<file path="src/rtl/cpu10_pkg.sv">
// Shared definitions for the 10-bit single-cycle CPU: word geometry,
// well-known instruction words and the opcode field used by the decoder
// and by the per-task program ROMs.
package cpu10_pkg;

  localparam int DATA_W = 10;
  localparam int ADDR_W = 10;

  // Opcode occupies the top nibble of the instruction word.
  localparam int OPC_W   = 4;
  localparam int OPC_MSB = DATA_W - 1;
  localparam int OPC_LSB = DATA_W - OPC_W;

  typedef enum logic [OPC_W-1:0] {
    OP_SUB   = 4'b0000,
    OP_HALT  = 4'b0010,
    OP_ADD   = 4'b0110,
    OP_LOAD  = 4'b1101,
    OP_STORE = 4'b1110
  } opcode_e;

  localparam logic [DATA_W-1:0] HALT_WORD = 10'b0010000010;
  localparam logic [DATA_W-1:0] NOP_WORD  = 10'b0000000000;

  // Extract the opcode field from an instruction word.
  function automatic opcode_e opcode_of(input logic [DATA_W-1:0] word);
    return opcode_e'(word[OPC_MSB:OPC_LSB]);
  endfunction

endpackage

</file>
<file path="src/rtl/task1_rom.sv">
// Fixed-content instruction ROM holding the Task-1 program. The read is
// registered: the word for the address seen at a rising edge appears on
// read_data after that edge. Reset clears only the output register.
module task1_rom #(
  parameter int                      DATA_W    = cpu10_pkg::DATA_W,
  parameter int                      ADDR_W    = cpu10_pkg::ADDR_W,
  parameter logic [DATA_W-1:0]       FILL_WORD = cpu10_pkg::HALT_WORD
) (
  input  logic              clk,
  input  logic              rst_n,
  input  logic [ADDR_W-1:0] address,
  output logic [DATA_W-1:0] read_data
);

  import cpu10_pkg::*;

  logic [DATA_W-1:0] read_data_d;
  logic [DATA_W-1:0] read_data_q;

  // Program image. Any address outside the program (including an unknown
  // address) returns FILL_WORD, so the stored contents can never be disturbed.
  function automatic logic [DATA_W-1:0] rom_word(input logic [ADDR_W-1:0] a);
    case (a)
      ADDR_W'(0): rom_word = 10'b0000000001; // sub   t0,t0,t0
      ADDR_W'(1): rom_word = 10'b1101110000; // load  t1,0(s0)
      ADDR_W'(2): rom_word = 10'b1101011001; // load  s1,1(s0)
      ADDR_W'(3): rom_word = 10'b0110100000; // add   t1,t0,t1
      ADDR_W'(4): rom_word = 10'b1110110011; // store t1,2(s0)
      ADDR_W'(5): rom_word = HALT_WORD;      // halt
      default:    rom_word = FILL_WORD;
    endcase
  endfunction

  // Combinational ROM lookup for the current address.
  always_comb begin
    read_data_d = rom_word(address);
  end

  // Output register: cleared asynchronously, loaded every rising edge.
  // NOTE: the lookup stays a reset-free constant table so it maps to ROM;
  // resetting storage would force it into flops. Only this register resets.
  always_ff @(posedge clk or negedge rst_n) begin
    if (!rst_n) begin
      read_data_q <= NOP_WORD; // NOTE: non-blocking for all sequential state.
    end else begin
      read_data_q <= read_data_d;
    end
  end

  assign read_data = read_data_q;

endmodule

</file>
<file path="config.mk">
export PLATFORM = sky130hd
export DESIGN_NAME = task1_rom
export DESIGN_NICKNAME = d
export VERILOG_FILES = /design/src/rtl/cpu10_pkg.sv /design/src/rtl/task1_rom.sv
export SDC_FILE = /design/constraint.sdc
export NUM_CORES = 1
export LEC_CHECK = 0
export ABC_AREA = 1
export BUFFER_PORTS_ARGS = -buffer_cell sky130_fd_sc_hd__buf_2
export CORE_AREA = 4 4 41 43
export DETAILED_ROUTE_END_ITERATION = 10
export DIE_AREA = 0 0 45 47
export SKIP_CTS_REPAIR_TIMING = 1
export SLEW_MARGIN = 10
export SYNTH_ARGS = -nofsm -noshare
export SYNTH_HDL_FRONTEND = slang
export SYNTH_SLANG_ARGS = --single-unit
export TNS_END_PERCENT = 10
</file>
<file path="constraint.sdc">
create_clock -name clk -period 0.8 [get_ports clk]
set_clock_uncertainty 0.2 [all_clocks]
set_input_delay 0.12 -clock clk [delete_from_list [all_inputs] [get_ports clk]]
set_output_delay 0.12 -clock clk [all_outputs]
set_load 0.02 [all_outputs]
</file>
==> Implementation_results.wiki <==
{| class="wikitable"
! Metric !! Value
|-
| Number of remaining DRC errors || 0
|-
| Vert. Die Dim || 47 µm
|-
| Tightest Hold Check Type || input pin to flop
|-
| Compound-gate portion of the synthesized area || 0.0426
|-
| Total core area || approximately 0.0013 mm²
|-
| Sequential cell area || just over 200 µm²
|-
| HPWL after DPL || 616 µm
|-
| Cells after synthesis || 41
|-
| Hold Vio Cnt, Final || 1
|-
| VDD IR-drop max || 0.464 mV
|-
| Area occupied by multi-input gates || 180 µm²
|-
| CP arrival || about 0.8 ns
|-
| Required time worst endpoint || 0.48 ns
|-
| Final setup slack of the worst path || -0.315 ns
|-
| Overall global routing resource usage || 0.0806
|-
| Share of the cycle needed by the critical path after routing || 1.39
|-
| Maximum root-to-sink buffer count || 2
|-
| Total Die Area || about 0.0021 mm²
|-
| Count of pins on the block boundary || 22
|-
| Number of fill cells in the layout || 134
|-
| Root cell of the clock tree || sky130_fd_sc_hd__clkbuf_4
|-
| Final setup violation count || 9
|-
| Kind of critical path || flop to output pin
|-
| Detailed-route wire length per cell || a little under 9 µm
|-
| Failing checks || negative hold slack, negative setup slack
|-
| Xor-xnor portion of the synthesized cell area || 0
|-
| Final Wtd Congestion || 0.797
|-
| Sequential cell area fraction in the yosys report || 0.486
|-
| Instance count on the critical path || 1
|-
| Top cells by area in the synthesized netlist || sky130_fd_sc_hd__dfrtp_1, sky130_fd_sc_hd__nor2_4, sky130_fd_sc_hd__nand2_1
|-
| # Max-Cap Violations || 0
|-
| Clock tree from TritonCTS || built
|-
| Kind of cell with the highest combined delay on the critical path || flip-flops
|-
| Worst Setup End Kind || output pin
|-
| Worst hold slack || -0.0403 ns
|-
| Global-route wire length before repair || 1150 µm
|-
| Distinct cells, synth || 13
|-
| Starting utilization of the core area || 0.316
|-
| DRT Pass-1 Iters || 1
|-
| Initial antenna violation count || 0
|-
| Post-route antenna net violation count || 0
|-
| Largest net degree at the start of global routing || 9
|-
| Leading cell type in the layout, fill and taps excluded || sky130_fd_sc_hd__buf_2
|-
| Area fraction of the dominant cell type after synthesis || 0.486
|-
| Number of nets in the layout || just over 80
|-
| Outcome || finished, violations left
|-
| Post-synthesis cell area || 412 µm²
|-
| Number of vias in the routed layout || 325
|-
| PortBufs || 20
|-
| Horizontal extent of the die || roughly 45 µm
|-
| Internal portion of total power || about 650 µW
|-
| P per Cell Area || 1410 mW/mm²
|-
| Number of max-slew violations in the final report || 0
|-
| Non-filler cells in the finished layout || 83
|-
| Worst setup path start || read_data[4]
|-
| Part of the total power dissipated in the clock network || 0.382
|-
| Largest area contributor in the netlist || sky130_fd_sc_hd__dfrtp_1
|-
| Number of buffers created by CTS || 3
|-
| Syn Nets || 53
|-
| Global-route congestion overflow total || 0
|-
| Via density per instance || just under 4
|-
| Iteration-0 DRC count of the detailed router || 0
|-
| Leakage || roughly 0.34 nW
|-
| Fraction of the mapped netlist area in simple logic gates || 0.380
|-
| Placed cell count || 78
|-
| Critical Path Fanout Max || 2
|-
| RSZ-0062 raised after global routing || true
|-
| Fraction of final layout cells with drive strength greater than 1 || 0.632
|-
| Area growth from synthesis to layout || 45.3%
|-
| Number of core rows || 13
|-
| Avg Synthesized Cell Area || 10.0 µm²
|-
| Endpoint of the worst setup timing path || read_data[4]
|-
| Minimum clock period after layout || 1.12 ns
|-
| Highest-count cells in the layout ignoring fill and taps || sky130_fd_sc_hd__buf_2, sky130_fd_sc_hd__nand2_1, sky130_fd_sc_hd__dfrtp_1
|-
| Critical path cell sequence || buf_6
|-
| Number of synthesis warnings || 0
|-
| Delay of the slowest cell on the worst path || 0.41 ns
|-
| Logic gate share of total power || 0.137
|-
| Register bit count reported by yosys || 8
|-
| Number of H-tree levels || 1
|-
| Sw Pwr || 196 µW
|-
| Mux contribution to synthesized area || 0
|-
| Cell with the largest stage delay on the worst path || sky130_fd_sc_hd__dfrtp_2
|-
| Post-Route WL || 718 µm
|-
| Number of flip-flops in the largest register || 8
|-
| Post-synthesis adder-cell area fraction || 0
|-
| Max Clk Rate || 897 MHz
|-
| Net switching share of the total power || 0.233
|-
| Number of buffers and inverters on the critical path || 1
|-
| Sequential fraction of design power || 0.481
|-
| Startpoint kind of the worst setup timing path || flop
|-
| Main combinational cell family by area after synthesis || simple AND/OR/NAND/NOR gates
|-
| Via count of the first global-routing pass || 316
|-
| Clock tree sinks || 8
|-
| Count of inserted antenna diode cells || 0
|-
| Clock transition at the registers of the reported paths || 0.06 ns
|}
synthesized netlist by cell type:
cell type,n
sky130_fd_sc_hd__nand3_2,1
sky130_fd_sc_hd__inv_1,5
sky130_fd_sc_hd__nor2_4,5
sky130_fd_sc_hd__nand2_1,7
sky130_fd_sc_hd__buf_4,2
sky130_fd_sc_hd__nor2_2,1
sky130_fd_sc_hd__dfrtp_1,8
sky130_fd_sc_hd__nand2_2,3
sky130_fd_sc_hd__nand4_2,1
sky130_fd_sc_hd__o21ai_2,2
sky130_fd_sc_hd__conb_1,1
sky130_fd_sc_hd__nand2_4,1
sky130_fd_sc_hd__nor2_1,4
power by group through the flow:
stage | clock, mW | combinational, mW | sequential, mW
2_1_floorplan | 0 | 0.0482 | 0.415
3_3_place_gp | 0 | 0.111 | 0.413
3_5_place_dp | 0 | 0.112 | 0.413
4_1_cts | 0.341 | 0.112 | 0.406
5_1_grt | 0.352 | 0.128 | 0.406
6_report | 0.323 | 0.115 | 0.406
cell families (layout without fill, tap and decap cells):
logic type      count (synthesis)  in the layout
compound gates                  2              2
other cells                     1              1
simple gates                   23             23
flops                           8              8
buf+inv                         7             34
metal layers:
metal | routed length, µm | vias up | track usage
met4 | 0 | 0 | 0.105
met3 | 91 | 0 | 0.0115
met2 | 359 | 18 | 0.136
met5 | 0 | - | 0
li1 | - | 173 | -
met1 | 267 | 134 | 0.0749
per-stage QoR:
stage / power, mW / setup WS, ns / TNS, ns / util / cell area, µm²
3_3_place_gp: 0.524 / -0.206 / -1.52 / 0.420 / 547
3_5_place_dp: 0.525 / -0.215 / -1.58 / 0.420 / 547
2_1_floorplan: 0.463 / -0.0967 / -0.201 / - / 417
5_1_grt: 0.887 / -0.343 / -2.75 / 0.460 / 598
4_1_cts: 0.859 / -0.334 / -2.67 / 0.440 / 573
6_report: 0.844 / -0.315 / -2.52 / 0.460 / 598
how the worst min path moves through the flow:
stage / start / to / slack [ns] / cells after the start
final: address[4] / read_data[1] / -0.04 / 3
after global routing: address[4] / read_data[1] / -0.03 / 3
after CTS: rst_n / read_data[1] / -0.51 / 1
after detailed placement: rst_n / read_data[1] / -0.24 / 1
after global placement: rst_n / read_data[3] / -0.24 / 1
after floorplan: rst_n / read_data[0] / -0.38 / 0
layout make-up:
type / count / area share
clock buffer: 4 / 0.0439
tap: 15 / 0.0314
inverter: 5 / 0.0314
multi-input combinational: 26 / 0.301
timing repair buffer: 25 / 0.255
sequential: 8 / 0.337
Power figures use the tool's default switching activity.
